File: src/rtl/uart_pkg.sv
// Shared definitions for the UART echo-path line buffer.
package uart_pkg;

  // Buffer state as seen by the transmitter side.
  typedef enum logic [1:0] {
    ST_IDLE  = 2'd0,
    ST_HOLD  = 2'd1,
    ST_DRAIN = 2'd2
  } status_e;

  // Carriage return ends a line.
  localparam logic [7:0] UART_EOL = 8'h0D;

  // Width of a counter able to hold 0..depth inclusive.
  function automatic int level_w(input int depth);
    return $clog2(depth) + 1;
  endfunction

endpackage

File: src/rtl/uart_idle_timer.sv
// Counts cycles without a push while unreleased bytes are waiting; expired
// rises once the line has been quiet for IDLE_TIMEOUT cycles.
module uart_idle_timer #(
  parameter int unsigned IDLE_TIMEOUT = 1_000_000
) (
  input  logic clk,
  input  logic rst_n,
  input  logic clear,
  input  logic run,
  output logic expired
);

  generate
    if (IDLE_TIMEOUT == 0) begin : g_off
      // Timeout disabled: the inputs are intentionally ignored.
      logic unused_inputs;
      assign unused_inputs = ^{clk, rst_n, clear, run};
      assign expired = 1'b0;
    end else begin : g_on
      // The counter reads 0 in the first cycle after a push, so reaching
      // IDLE_TIMEOUT-1 means IDLE_TIMEOUT quiet cycles have elapsed.
      localparam int unsigned LIMIT = IDLE_TIMEOUT - 1;
      localparam int CW = (IDLE_TIMEOUT > 1) ? $clog2(IDLE_TIMEOUT) : 1;

      logic [CW-1:0] cnt;

      // Saturating idle counter, restarted by every push.
      // NOTE: sequential state uses non-blocking assignments so every
      // register samples the pre-edge values of its inputs.
      always_ff @(posedge clk or negedge rst_n) begin
        if (!rst_n) begin
          cnt <= '0;
        end else if (clear) begin
          cnt <= '0;
        end else if (run && (cnt != CW'(LIMIT))) begin
          cnt <= cnt + CW'(1);
        end
      end

      assign expired = run && (cnt == CW'(LIMIT));
    end
  endgenerate

endmodule

File: src/rtl/uart_line_buffer.sv
// Byte buffer between UART receiver and transmitter. Bytes are stored on
// receive strobes and released to the valid/ready output either per byte or
// per line (end-of-line byte, full buffer or idle timeout).
module uart_line_buffer
  import uart_pkg::*;
#(
  parameter int          DEPTH        = 16,
  parameter bit          LINE_MODE    = 1'b1,
  parameter logic [7:0]  EOL_BYTE     = UART_EOL,
  parameter int unsigned IDLE_TIMEOUT = 1_000_000
) (
  input  logic                      clk,
  input  logic                      rst_n,
  input  logic [7:0]                in_data,
  input  logic                      in_valid,
  output logic [7:0]                out_data,
  output logic                      out_valid,
  input  logic                      out_ready,
  input  logic                      clr_overflow,
  output logic                      overflow,
  output logic [level_w(DEPTH)-1:0] level,
  output logic [1:0]                status
);

  localparam int PW = $clog2(DEPTH);
  localparam int LW = level_w(DEPTH);
  localparam logic [LW-1:0] FULL = LW'(DEPTH);

  logic [7:0]    mem [DEPTH];
  logic [PW-1:0] wr_ptr, rd_ptr, rel_ptr;
  logic [LW-1:0] count, rel_count;

  logic          pop, push, drop, is_eol, do_release, timer_expired;
  logic [PW-1:0] wr_ptr_nx;
  logic [LW-1:0] count_nx, rel_count_nx;
  status_e       st;

  // Released bytes sit between rd_ptr and rel_ptr; equal pointers with a
  // full released count means the whole buffer is released.
  assign out_valid = (rd_ptr != rel_ptr) || (rel_count == FULL);
  assign out_data  = out_valid ? mem[rd_ptr] : 8'h00;
  assign level     = count;
  assign status    = st;

  // Handshake decode and release decision for the current cycle.
  // NOTE: every always_comb output gets a value on every path (defaults or
  // full assignment) so no latch is inferred.
  always_comb begin
    pop       = out_valid && out_ready;
    push      = in_valid && ((count != FULL) || pop);
    drop      = in_valid && !push;
    is_eol    = (in_data == EOL_BYTE);
    wr_ptr_nx = wr_ptr + PW'(push);
    count_nx  = count + LW'(push) - LW'(pop);
    // A push this cycle restarts the idle window, so the timeout yields to it.
    do_release = (push && (!LINE_MODE || is_eol || (count_nx == FULL)))
              || (drop && is_eol)
              || (timer_expired && !push);
    rel_count_nx = do_release ? count_nx : (rel_count - LW'(pop));
  end

  // Buffer state derived from the two counts.
  always_comb begin
    st = ST_DRAIN;
    if (count == '0) begin
      st = ST_IDLE;
    end else if (rel_count == '0) begin
      st = ST_HOLD;
    end
  end

  uart_idle_timer #(
    .IDLE_TIMEOUT(IDLE_TIMEOUT)
  ) u_idle_timer (
    .clk     (clk),
    .rst_n   (rst_n),
    .clear   (push),
    .run     (count != rel_count),
    .expired (timer_expired)
  );

  // Storage, pointers, counts and sticky overflow.
  // NOTE: the storage array is reset too, so out_data is fully defined from
  // reset onward; this costs a reset net per storage bit.
  always_ff @(posedge clk or negedge rst_n) begin
    if (!rst_n) begin
      for (int i = 0; i < DEPTH; i++) mem[i] <= 8'h00;
      wr_ptr    <= '0;
      rd_ptr    <= '0;
      rel_ptr   <= '0;
      count     <= '0;
      rel_count <= '0;
      overflow  <= 1'b0;
    end else begin
      if (push) mem[wr_ptr] <= in_data;
      wr_ptr <= wr_ptr_nx;
      if (pop) rd_ptr <= rd_ptr + PW'(1);
      if (do_release) rel_ptr <= wr_ptr_nx;
      count     <= count_nx;
      rel_count <= rel_count_nx;
      if (drop) begin
        overflow <= 1'b1;
      end else if (clr_overflow) begin
        overflow <= 1'b0;
      end
    end
  end

endmodule

File: config.mk
export PLATFORM = sky130hd
export DESIGN_NAME = uart_line_buffer
export DESIGN_NICKNAME = d
export VERILOG_FILES = /design/src/rtl/uart_pkg.sv /design/src/rtl/uart_idle_timer.sv /design/src/rtl/uart_line_buffer.sv
export SDC_FILE = /design/constraint.sdc
export NUM_CORES = 1
export LEC_CHECK = 0
export ABC_AREA = 1
export BUFFER_PORTS_ARGS = -buffer_cell sky130_fd_sc_hd__buf_2
export CAP_MARGIN = 30
export CORE_MARGIN = 2
export CORE_UTILIZATION = 50
export DETAILED_ROUTE_END_ITERATION = 10
export PLACE_DENSITY = 0.66
export RECOVER_POWER = 50
export SYNTH_ARGS = -nofsm -noshare
export SYNTH_HDL_FRONTEND = slang
export SYNTH_SLANG_ARGS = --single-unit
File: constraint.sdc
create_clock -name clk -period 4.65 [get_ports clk]
set_input_delay 0 -clock clk [delete_from_list [all_inputs] [get_ports clk]]
set_output_delay 0 -clock clk [all_outputs]
set_load 0.01 [all_outputs]
==> impl_results.md <==
- Status: finished with violations
- Failing checks: max-capacitance violations, max-slew violations
- Ports: 30
- Layout Skew: between 10 and 15 ps
- Post-Route WL: about 21 mm
- Final ANT Viol Nets: 0
- Placer congestion estimate: approximately 0.88
- Synthesized instance count: 1055
- P per Cell Area: roughly 690 nW/µm²
- Post_cts resized: 0
- Hold_buf cts: 5
- Final period util: 85.4%
- Fin nets: between 1000 and 1500
- Num CTS Buffers: 17
- Worst-margin pin slew: approximately 2400 ps
- Launching point of the worst reg2reg path: rd_ptr[3]
- Slew HR: -56.9%
- Reg2reg end: rel_count[1]
- Register area share after synthesis: 47.4%
- Ys Warns: 0
- Placement Cell Area: 9180 µm²
- Grt ovf: 0
- Pin count of the biggest net entering global routing: roughly 170
- IO Port Bufs: 29
- VDD IR max: between 0.3 and 0.4 mV
- Commonest register cell after synthesis: dfrtp_1
- Area delta synth->final: 8.15%
- Clock Sinks: approximately 170
- Cell row count: approximately 50
- Critical Path Start: rd_ptr[3]
- Worst-path clk slew: around 70 ps
- Slew Viols, Final: around 170
- Vias in the first global route: approximately 6800
- Commonest cells post-synth: nand2_1 (245), dfrtp_1 (171), nor2_1 (124)
- Vias post-DR: about 7000
- Async SR Flop Fraction: 100%
- Final Hold Viols: 0
- Hpwl dp: around 13 mm
- Fraction of layout cells with a size suffix above 1: between 15 and 20%
- Initial antenna violation count: 0
- Antenna diodes: 0
- Die height: roughly 140 µm
- Core box area: 17800 µm²
- Arrival time at the worst endpoint: around 4300 ps
- FILL cells: about 1700
- DRC: 0
- Tmin final: just under 4000 ps
- Worst skew pair latency: between 400 and 500 ps
- Post-Syn Nets: about 1100
- Synth Cell Area: around 9000 µm²
- Die ar.: 19100 µm²
- DR pass1 iterations: 5
- Die X: roughly 140 µm
- Fmax: 252 MHz
- CTS tree: done
- Final Setup Violations: 0
- FF-to-FF setup slack: between 600 and 700 ps
- Dominant cell type by area after synthesis: dfrtp_1
- DR WL/cell: 16.2 µm
- Number of synthesized flops with an enable pin: 0
- Root buf cell: clkbuf_16
- Yosys reg bits: 171
- Number of max-cap violations: 1
- Initial Util: between 50% and 60%
- R2R cell count: 24
- Final worst hold slack: between 200 and 250 ps
- Post-synth top area share: 47.4%
- Post-CTS Setup Bufs: 0
- GRT Total Usage: 23.0%
- Critical Path RT: about 5000 ps
- Critical Path Source Type: flip-flop
- Top-count cell post-synth: nand2_1
- Hold Path Class: input port to flip-flop
- Syn_area_per_cell: ~8.6 µm²
- Pleak: roughly 4.5 nW
- Setup Crit Path Kind: flip-flop to flip-flop
- Via-to-Cell Ratio: 5.37
- Design Area, Final: ~9800 µm²
- 1st-iter DRT viols: ~510
- Top fanout value on the critical path: 22
- Setup TNS Final: 0 ps
- RSZ-0062 raised after global routing: no
- Distinct cells, synth: 40
- CTS H-tree lvls: 4
- Crit path capture type: flip-flop
- Synth area leaders: dfrtp_1 (47%), nand2_1 (10%), o21ai_2 (7.2%)
- Max Root-Sink Buffers: 2
- Worst Setup EP: rel_count[1]
- First-pass GRT wire length: about 35 mm
[cell type report]
cell class	instances	area [µm²]	share of cell area, %
inverter	62	240	2.46
timing repair buffer	41	245	2.51
clock inverter	12	140	1.44
clock buffer	19	433	4.43
multi-input combinational	767	4140	42.4
tap	229	287	2.94
sequential	171	4280	43.8
[how the worst min path moves through the flow]
stage | startpoint | to | slack, ps | cells past startpoint
after floorplan | rst_n | level[0] | -300 | 0
after global placement | clr_overflow | overflow | 230 | 2
after detailed placement | clr_overflow | overflow | 210 | 2
after CTS | in_data[6] | mem[126] | 190 | 3
after global routing | in_data[6] | mem[30] | 230 | 3
final | in_data[6] | mem[6] | 200 | 3
[state kept, by name, indices dropped and copies added, names as in the netlist]
| register | cells |
|---|---|
| u_idle_timer.g_on.cnt | 20 |
| mem | 128 |
| rel_ptr | 4 |
| level | 5 |
| rd_ptr | 4 |
| wr_ptr | 4 |
| overflow | 1 |
| rel_count | 5 |
[power by group]
| part | switching (mW) | total [mW] | internal (mW) |
|---|---|---|---|
| clock network | 0.613 | 1.41 | 0.796 |
| registers | 0.358 | 2.43 | 2.07 |
| logic | 1.83 | 2.85 | 1.02 |
[metrics by stage]
stage               utilization, %  power, mW  worst slack [ps]  std cells
floorplan                        -       4.53              1410       1055
global placement              51.4       5.27              1150       1265
detailed placement            51.4       5.31              1020       1265
CTS                           54.9       6.75              1000       1301
global route                  54.7       7.23               405       1301
finish                        54.7       6.69               680       1301
[critical path: stages, from the launching register on]
cell	delay, ps
dfrtp_1	500
inv_4	170
nand2_2	60
nand2_2	80
nor2_4	40
nand3_1	350
nand2_4	140
nand2_4	130
nand2_4	170
inv_4	90
nand2_1	50
nand2_1	60
ha_1	150
inv_1	60
fa_1	470
inv_1	60
or2_2	270
nor2_1	100
nand3_1	80
nor2_1	100
nand3_1	120
nand2_1	80
clkinv_1	260
nand3b_1	190
nand2_1	70
[kinds of logic after synthesis]
kind of cell	count (synthesis)	share of synthesized area, %
simple gates	470	23.9
compound gates	267	18.6
flops	171	47.4
buf+inv	117	6.60
xor+xnor	19	1.84
fa+ha+maj	11	1.61
[layer usage]
layer	vias up	wire [µm]	track usage, %	share of wire, %
li1	3507	-	-	-
met1	3324	10200	32.5	48
met2	136	9690	36.1	46
met3	23	801	4.30	3.8
met4	0	384	7.47	1.8
met5	-	0	0	0
[placed cells by master, fill, tap and decap left out, drive strengths merged]
cell           instances
inv                   64
nand4                 13
xor2                  15
nor4                   1
fa                     1
o21ai                218
nand3                 30
o211ai                 4
clkdlybuf4s25          1
nand2                278
buf                   28
ha                    10
clkinv                 6
nand3b                 4
a21oi                 10
a31oi                  5
nor3                  16
o221ai                 4
o31ai                  1
nor3b                  1
xnor2                  4
o22ai                 25
dfrtp                171
or2                    1
clkinvlp               2
dlygate4sd3            5
bufinv                 2
nor2                 126
clkbuf                26
Note: power is estimated with default switching activity, not from simulation.
